<file path="src/rtl/sr_stream_pkg.sv">
// +------------------------------------------------------------------+
// | sr_stream_pkg: shared types for the super-resolution pixel stream |
// | Rev 1.0                                                           |
// +------------------------------------------------------------------+
`default_nettype none

package sr_stream_pkg;

   localparam int SR_WORD_W   = 17;
   localparam int SOF_BIT     = 16;
   localparam int RGB_W       = 16;
   localparam int SR_H_ACTIVE = 640;
   localparam int SR_V_ACTIVE = 480;
   // Coordinate fields are sized for rasters up to 4096x4096.
   localparam int SR_COORD_W  = 12;

   typedef struct packed {
      logic [RGB_W-1:0]      rgb;
      logic [SR_COORD_W-1:0] x;
      logic [SR_COORD_W-1:0] y;
      logic                  sof;
      logic                  eol;
      logic                  eof;
   } sr_pix_t;

   typedef enum logic [0:0] {
      UNSYNC = 1'b0,
      SYNCED = 1'b1
   } sr_sync_e;

endpackage

`default_nettype wire

</file>
<file path="src/rtl/sr_skid_buffer.sv">
// +------------------------------------------------------------------+
// | sr_skid_buffer: 2-entry tagged-pixel FIFO with valid/ready output |
// | Rev 1.0                                                           |
// +------------------------------------------------------------------+
`default_nettype none

module sr_skid_buffer
   import sr_stream_pkg::*;
(
   input  logic       clk,
   input  logic       reset,
   input  logic       push,
   input  sr_pix_t    push_pix,
   input  logic       out_ready,
   output logic       out_valid,
   output sr_pix_t    head_pix,
   output logic [1:0] occ
);

   sr_pix_t    mem_q [2];
   sr_pix_t    mem_d [2];
   logic       wr_ptr_q, wr_ptr_d;
   logic       rd_ptr_q, rd_ptr_d;
   logic [1:0] occ_q, occ_d;
   logic       pop;

   always_comb begin
      mem_d    = mem_q;
      wr_ptr_d = wr_ptr_q;
      rd_ptr_d = rd_ptr_q;
      occ_d    = occ_q;
      pop      = (occ_q != 2'd0) & out_ready;

      if (push) begin
         mem_d[wr_ptr_q] = push_pix;
         wr_ptr_d        = ~wr_ptr_q;
      end
      if (pop) begin
         rd_ptr_d = ~rd_ptr_q;
      end

      case ({push, pop})
         2'b10:   occ_d = occ_q + 2'd1;
         2'b01:   occ_d = occ_q - 2'd1;
         default: occ_d = occ_q;
      endcase
   end

   always_ff @(posedge clk or posedge reset) begin
      if (reset) begin
         mem_q[0] <= '0;
         mem_q[1] <= '0;
         wr_ptr_q <= 1'b0;
         rd_ptr_q <= 1'b0;
         occ_q    <= 2'd0;
      end else begin
         mem_q    <= mem_d;
         wr_ptr_q <= wr_ptr_d;
         rd_ptr_q <= rd_ptr_d;
         occ_q    <= occ_d;
      end
   end

   assign out_valid = (occ_q != 2'd0);
   assign head_pix  = mem_q[rd_ptr_q];
   assign occ       = occ_q;

endmodule

`default_nettype wire

</file>
<file path="src/rtl/sr_fifo_reader.sv">
// +------------------------------------------------------------------+
// | sr_fifo_reader: pops SR output FIFO, locks to sof, tags x/y/eol/eof |
// | Rev 1.0                                                           |
// +------------------------------------------------------------------+
`default_nettype none

module sr_fifo_reader
   import sr_stream_pkg::*;
#(
   parameter  int H_ACTIVE  = SR_H_ACTIVE,
   parameter  int V_ACTIVE  = SR_V_ACTIVE,
   parameter  int CNT_W     = 10,
   parameter  int RD_THRESH = 0,
   localparam int X_W       = $clog2(H_ACTIVE),
   localparam int Y_W       = $clog2(V_ACTIVE)
) (
   input  logic                 clk,
   input  logic                 reset,
   input  logic [SR_WORD_W-1:0] fifo_dout,
   input  logic [CNT_W-1:0]     fifo_count,
   output logic                 rd_fifo,
   output logic                 out_valid,
   input  logic                 out_ready,
   output logic [RGB_W-1:0]     out_data,
   output logic [X_W-1:0]       out_x,
   output logic [Y_W-1:0]       out_y,
   output logic                 out_sof,
   output logic                 out_eol,
   output logic                 out_eof,
   output logic                 synced,
   output logic                 sync_err
);

   localparam logic [X_W-1:0]   c_x_last = X_W'(H_ACTIVE - 1);
   localparam logic [Y_W-1:0]   c_y_last = Y_W'(V_ACTIVE - 1);
   localparam logic [CNT_W:0]   c_thresh = (CNT_W + 1)'(RD_THRESH);

   sr_sync_e       state_q, state_d;
   logic           inflight_q, inflight_d;
   logic [X_W-1:0] x_q, x_d;
   logic [Y_W-1:0] y_q, y_d;
   logic           sync_err_q, sync_err_d;

   logic           word_sof;
   logic           at_origin;
   logic           push;
   logic [X_W-1:0] px;
   logic [Y_W-1:0] py;
   logic           pix_eol;
   logic           pix_eof;
   sr_pix_t        push_pix;
   sr_pix_t        head_pix;
   logic [1:0]     occ;
   logic           pop;
   logic           slot_used;
   logic           space;
   logic           avail;

   assign word_sof  = fifo_dout[SOF_BIT];
   assign at_origin = (x_q == '0) && (y_q == '0);
   assign pop       = out_valid & out_ready;

   // While unsynced only a returning sof word can claim a slot; it must still
   // fit, or a pop issued in the same cycle would overrun the buffer.
   assign slot_used = inflight_q & ((state_q == SYNCED) | word_sof);
   assign space     = ({1'b0, occ} + {2'b00, slot_used}) < (3'd2 + {2'b00, pop});
   assign avail     = {1'b0, fifo_count} > (c_thresh + {{CNT_W{1'b0}}, inflight_q});
   assign rd_fifo   = ~reset & avail & space;

   always_comb begin
      state_d    = state_q;
      x_d        = x_q;
      y_d        = y_q;
      sync_err_d = 1'b0;
      inflight_d = rd_fifo;
      push       = 1'b0;
      px         = '0;
      py         = '0;

      if (inflight_q) begin
         if (state_q == UNSYNC) begin
            if (word_sof) begin
               push    = 1'b1;
               state_d = SYNCED;
            end
         end else if (word_sof) begin
            push       = 1'b1;
            sync_err_d = ~at_origin;
         end else if (at_origin) begin
            sync_err_d = 1'b1;
            state_d    = UNSYNC;
         end else begin
            push = 1'b1;
            px   = x_q;
            py   = y_q;
         end
      end

      pix_eol = (px == c_x_last);
      pix_eof = pix_eol && (py == c_y_last);

      if (push) begin
         x_d = pix_eol ? '0 : px + X_W'(1);
         y_d = pix_eol ? (pix_eof ? '0 : py + Y_W'(1)) : py;
      end

      push_pix     = '0;
      push_pix.rgb = fifo_dout[RGB_W-1:0];
      push_pix.x   = SR_COORD_W'(px);
      push_pix.y   = SR_COORD_W'(py);
      push_pix.sof = word_sof;
      push_pix.eol = pix_eol;
      push_pix.eof = pix_eof;
   end

   always_ff @(posedge clk or posedge reset) begin
      if (reset) begin
         state_q <= UNSYNC;
      end else begin
         state_q <= state_d;
      end
   end

   always_ff @(posedge clk or posedge reset) begin
      if (reset) begin
         inflight_q <= 1'b0;
         x_q        <= '0;
         y_q        <= '0;
         sync_err_q <= 1'b0;
      end else begin
         inflight_q <= inflight_d;
         x_q        <= x_d;
         y_q        <= y_d;
         sync_err_q <= sync_err_d;
      end
   end

   sr_skid_buffer u_skid (
      .clk       (clk),
      .reset     (reset),
      .push      (push),
      .push_pix  (push_pix),
      .out_ready (out_ready),
      .out_valid (out_valid),
      .head_pix  (head_pix),
      .occ       (occ)
   );

   assign out_data = head_pix.rgb;
   assign out_x    = head_pix.x[X_W-1:0];
   assign out_y    = head_pix.y[Y_W-1:0];
   assign out_sof  = head_pix.sof;
   assign out_eol  = head_pix.eol;
   assign out_eof  = head_pix.eof;
   assign synced   = (state_q == SYNCED);
   assign sync_err = sync_err_q;

endmodule

`default_nettype wire

</file>
<file path="config.mk">
export PLATFORM = sky130hd
export DESIGN_NAME = sr_fifo_reader
export DESIGN_NICKNAME = d
export VERILOG_FILES = /design/src/rtl/sr_stream_pkg.sv /design/src/rtl/sr_skid_buffer.sv /design/src/rtl/sr_fifo_reader.sv
export SDC_FILE = /design/constraint.sdc
export NUM_CORES = 1
export LEC_CHECK = 0
export CORE_MARGIN = 3
export CORE_UTILIZATION = 40
export DETAILED_ROUTE_END_ITERATION = 16
export GPL_TIMING_DRIVEN = 0
export PLACE_DENSITY = 0.58
export SLEW_MARGIN = 20
export SYNTH_ARGS = -nofsm -noshare
export SYNTH_HDL_FRONTEND = slang
export SYNTH_HIERARCHICAL = 1
export SYNTH_SLANG_ARGS = --single-unit
</file>
<file path="constraint.sdc">
create_clock -name clk -period 5.69 [get_ports clk]
set_input_delay 1.4225 -clock clk [delete_from_list [all_inputs] [get_ports clk]]
set_output_delay 1.4225 -clock clk [all_outputs]
set_load 0.005 [all_outputs]
</file>
Yosys cells after proc, flatten, opt, wreduce, memory -nomap -nowiden
Cells that the tools add are included.
W data, S select, Z words.
{"block": "word_totals", "reg_bits": 112, "output_inout_bits": 42, "wordCells": 80}
{"block": "classes", "add_sub_neg": 6, "n_lt_le_gt_ge": 5, "eq_ne": 4, "muxes": 27, "bitwise": 11, "reduce_logical": 7}
{"cell": "$mux W43", "n": 4}
{"cell": "$bwmux W86", "n": 1}
{"cell": "$mux W9", "n": 6}
{"cell": "$mux W10", "n": 5}
{"cell": "$demux W43 S1", "n": 1}
{"cell": "$add A10 B1 Y10 const B", "n": 1}
{"cell": "$eq A10 B10 Y1 const B", "n": 1}
{"cell": "$gt A10 B1 Y1", "n": 1}
{"cell": "$logic_not A10 Y1", "n": 1}
{"cell": "$add A9 B1 Y9 const B", "n": 1}
{"cell": "$eq A9 B9 Y1 const B", "n": 1}
{"cell": "$logic_not A9 Y1", "n": 1}
{"cell": "$mux W1", "n": 9}
{"cell": "$and A1 B1 Y1", "n": 4}
{"cell": "$ge A2 B2 Y1 const B", "n": 2}
{"cell": "$not A1 Y1", "n": 4}
{"cell": "$not A1 Y2", "n": 2}
{"cell": "$pmux W2 S2", "n": 1}
{"cell": "$reduce_bool A2 Y1", "n": 2}
{"cell": "$add A2 B1 Y3", "n": 1}
{"cell": "$add A2 B1 Y3 const A", "n": 1}
{"cell": "$logic_and A1 B1 Y1", "n": 3}
{"cell": "$lt A3 B3 Y1", "n": 1}
{"cell": "$add A2 B1 Y2 const B", "n": 1}
{"cell": "other kinds (5)", "n": 5}

Longest topological paths before layout
{"block": "logic_depth", "depth_word": 10, "ltp_mapped": 15, "ltp_nobuf": 12}

Hierarchy
Netlist, hierarchy kept.
{"mod": "sr_skid_buffer", "n_inst": 1, "cells_per_inst": 246, "area_per_inst_um2": 4108.9, "seq_area_each_um2": 2252.2}
{"mod": "sr_fifo_reader", "n_inst": 1, "cells_per_inst": 197, "area_per_inst_um2": 1659.1, "seq_area_each_um2": 550.5}

Least setup slack after synthesis
No wires, ideal clock.
{"block": "synth_timing", "path_kind": "input port to output port", "from": "input port fifo_dout[16]", "to": "output port rd_fifo", "arrival_ps": 2587, "t_required_ps": 4268, "setup_slack_ps": 1681, "path_stages": 4, "path_cell_list": "o21a_1 > ha_1 > ha_1 > a2111oi_0"}
{"block": "synth_via", "elab_chain_len": 5}
{"element": "start, declared", "line_no": "sr_fifo_reader.sv:19", "source": "input logic [SR_WORD_W-1:0] fifo_dout,"}
{"element": "$or A1 B1 Y1", "line_no": "sr_fifo_reader.sv:65", "source": "assign slot_used = inflight_q & ((state_q == SYNCED) | word_sof);"}
{"element": "$and A1 B1 Y1", "line_no": "sr_fifo_reader.sv:65"}
{"element": "$add A2 B1 Y3", "line_no": "sr_fifo_reader.sv:66", "source": "assign space = ({1'b0, occ} + {2'b00, slot_used}) < (3'd2 + {2'b00, pop});"}
{"element": "$lt A3 B3 Y1", "line_no": "sr_fifo_reader.sv:66"}
{"element": "$and A1 B1 Y1", "line_no": "sr_fifo_reader.sv:68", "source": "assign rd_fifo = ~reset & avail & space;"}
{"element": "end, declared", "line_no": "sr_fifo_reader.sv:21", "source": "output logic rd_fifo,"}
No other way between the ends.

Worst setup path after layout
Same ends and word-level chain as after synthesis.

==> run summary <==
Via Count = 3519
Clock transition at path regs = 60 ps
Routability cong. = 0.842
Reg-to-Reg Start = y_q[2]$_DFFE_PP0P_
Setup slack after layout = 349 ps
Setup TNS = 0 ps
Area grow syn2layout = 24.9%
Post-DP HPWL = 8.24 mm
Total congestion overflow = 0
DRT antenna net count = 0
I/O pin cnt = 72
Arrival time worst endpoint = 3920 ps
Initial Utilization = 41.5%
Status = finished, final reports clean
Commonest non-fill, non-tap cells in the layout = dfrtp_1, mux2_2, clkdlybuf4s50_1
Post-synth net total = 454
Relative slew slack = 40.4%
Wirelength per Cell = 17.1 um
Crit-path max FO = 7
Peak VDD IR = 0.163 mV
Most common cell after layout, fill and taps aside = dfrtp_1
Hold Crit Class = flop to flop
Critical Path RT = 4270 ps
TritonCTS clock tree = built
Largest net degree at the start of global routing = 57
Num CTS Buffers = 9
# hold bufs at CTS = 0
Htree depth = 3
Pwr per Cell Area = 421 nW/um2
Core area = 12800 um2
Final WL = 11.6 mm
Drt drc = 0
Vias per std cell = 5.20
Maxcap violations = 0
RSZ-0062 raised after global routing = no
Setup violators final = 0
Worst reg2reg path depth = 12
Final Cycle Share = 93.9%
IO Port Bufs = 71
Ant diodes = 0
Pins over their slew limit = 0
Final nets = 537
Gate Count Post-Synth = 417
Synth warn = 6
Hold EP = u_skid/mem_q[21]$_DFFE_PP0P_
1st-pass router iterations = 6
Max clock buf depth = 2
Ratio of cells with drive above 1 in the final layout = 33.3%
Hold Path Stages = 1
Clk_lat worst skew = 350 ps
Achievable Freq = 187 MHz
Initial antenna violation count = 0
CTS Root Buffer Type = clkbuf_16
First-pass GRT wire length = 19.2 mm
CP Class = primary input to output pin
Row count = 41
Flop-to-flop setup slack = 2060 ps
Crit path launch type = primary input
Hold_sp = u_skid/mem_q[21]$_DFFE_PP0P_
Clock skew = 7.53 ps
Vias in the first global route = 3724
Cell Area, Synth = 5330 um2
# Post-CTS Setup Buffers = 0
Total Die Area = 14700 um2
Die width = 121 um
Syn avg cell area = 12.8 um2
Worst-Margin Slew = 893 ps
Post-CTS sizing = 0
Tot GR Track Use = 16.7%
CTS sink count = 102
R2R Path End = u_skid/mem_q[1]$_DFFE_PP0P_
Final Hold Vio Count = 0
Min cycle time layout = 5340 ps
Detailed Route Iter0 Violations = 256
Die Span Y = 121 um
Dpl ws = 338 ps
Leak pwr = 0.00307 uW
CP Capture Type = output pin
[critical path: stages]
cell             delay (ps)
clkdlybuf4s50_1         640
o21a_1                  270
ha_1                    260
nand3b_1                140
a2111oi_0               570
clkdlybuf4s50_1         620
[stage by stage]
stage | hold WS [ps] | util (%) | power (uW) | instances | instance area, um2
2_1_floorplan | 461 | - | 1670 | 417 | 5330
4_1_cts | 504 | 51.9 | 2840 | 677 | 6650
3_5_place_dp | 488 | 49.0 | 2070 | 661 | 6280
5_1_grt | 514 | 51.9 | 2970 | 677 | 6650
3_3_place_gp | 480 | 48.8 | 2060 | 660 | 6250
6_report | 499 | 51.9 | 2800 | 677 | 6650
[power breakdown]
group          switching (uW)  internal, uW  total [uW]  leakage, uW
logic                     428           643        1070      0.00156
registers                88.2           889         977      0.00134
clock network             267           485         753     0.000179
[worst max-delay path by stage]
stage               cells past startpoint          start  endpoint
floorplan                               4  fifo_dout[16]   rd_fifo
global placement                        6  fifo_dout[16]   rd_fifo
detailed placement                      6  fifo_dout[16]   rd_fifo
CTS                                     6  fifo_dout[16]   rd_fifo
global route                            6  fifo_dout[16]   rd_fifo
finish                                  6  fifo_dout[16]   rd_fifo
[flip-flops by register name, summed over array words and instances (netlist names)]
register / cells
u_skid/occ: 2
synced: 1
sync_err: 1
inflight_q: 1
x_q: 10
u_skid/wr_ptr_q: 1
u_skid/mem_q: 76
y_q: 9
u_skid/rd_ptr_q: 1
[final cells by class]
class / count / area, um2
clock buffers: 10 / 239
inverters: 12 / 47.5
clock inverters: 6 / 133
multi-input cells: 278 / 2500
fillers: 1113 / 6170
flip-flops and latches: 102 / 2550
plain buffers: 25 / 228
repair buffers: 72 / 738
well taps: 172 / 215
[metal layers]
layer	global-route usage, %	wire length, um
met5	0	0
met4	6.65	202
met3	3.45	627
met2	26.7	5330
met1	22.2	5400
Power figures use the tool's default switching activity.
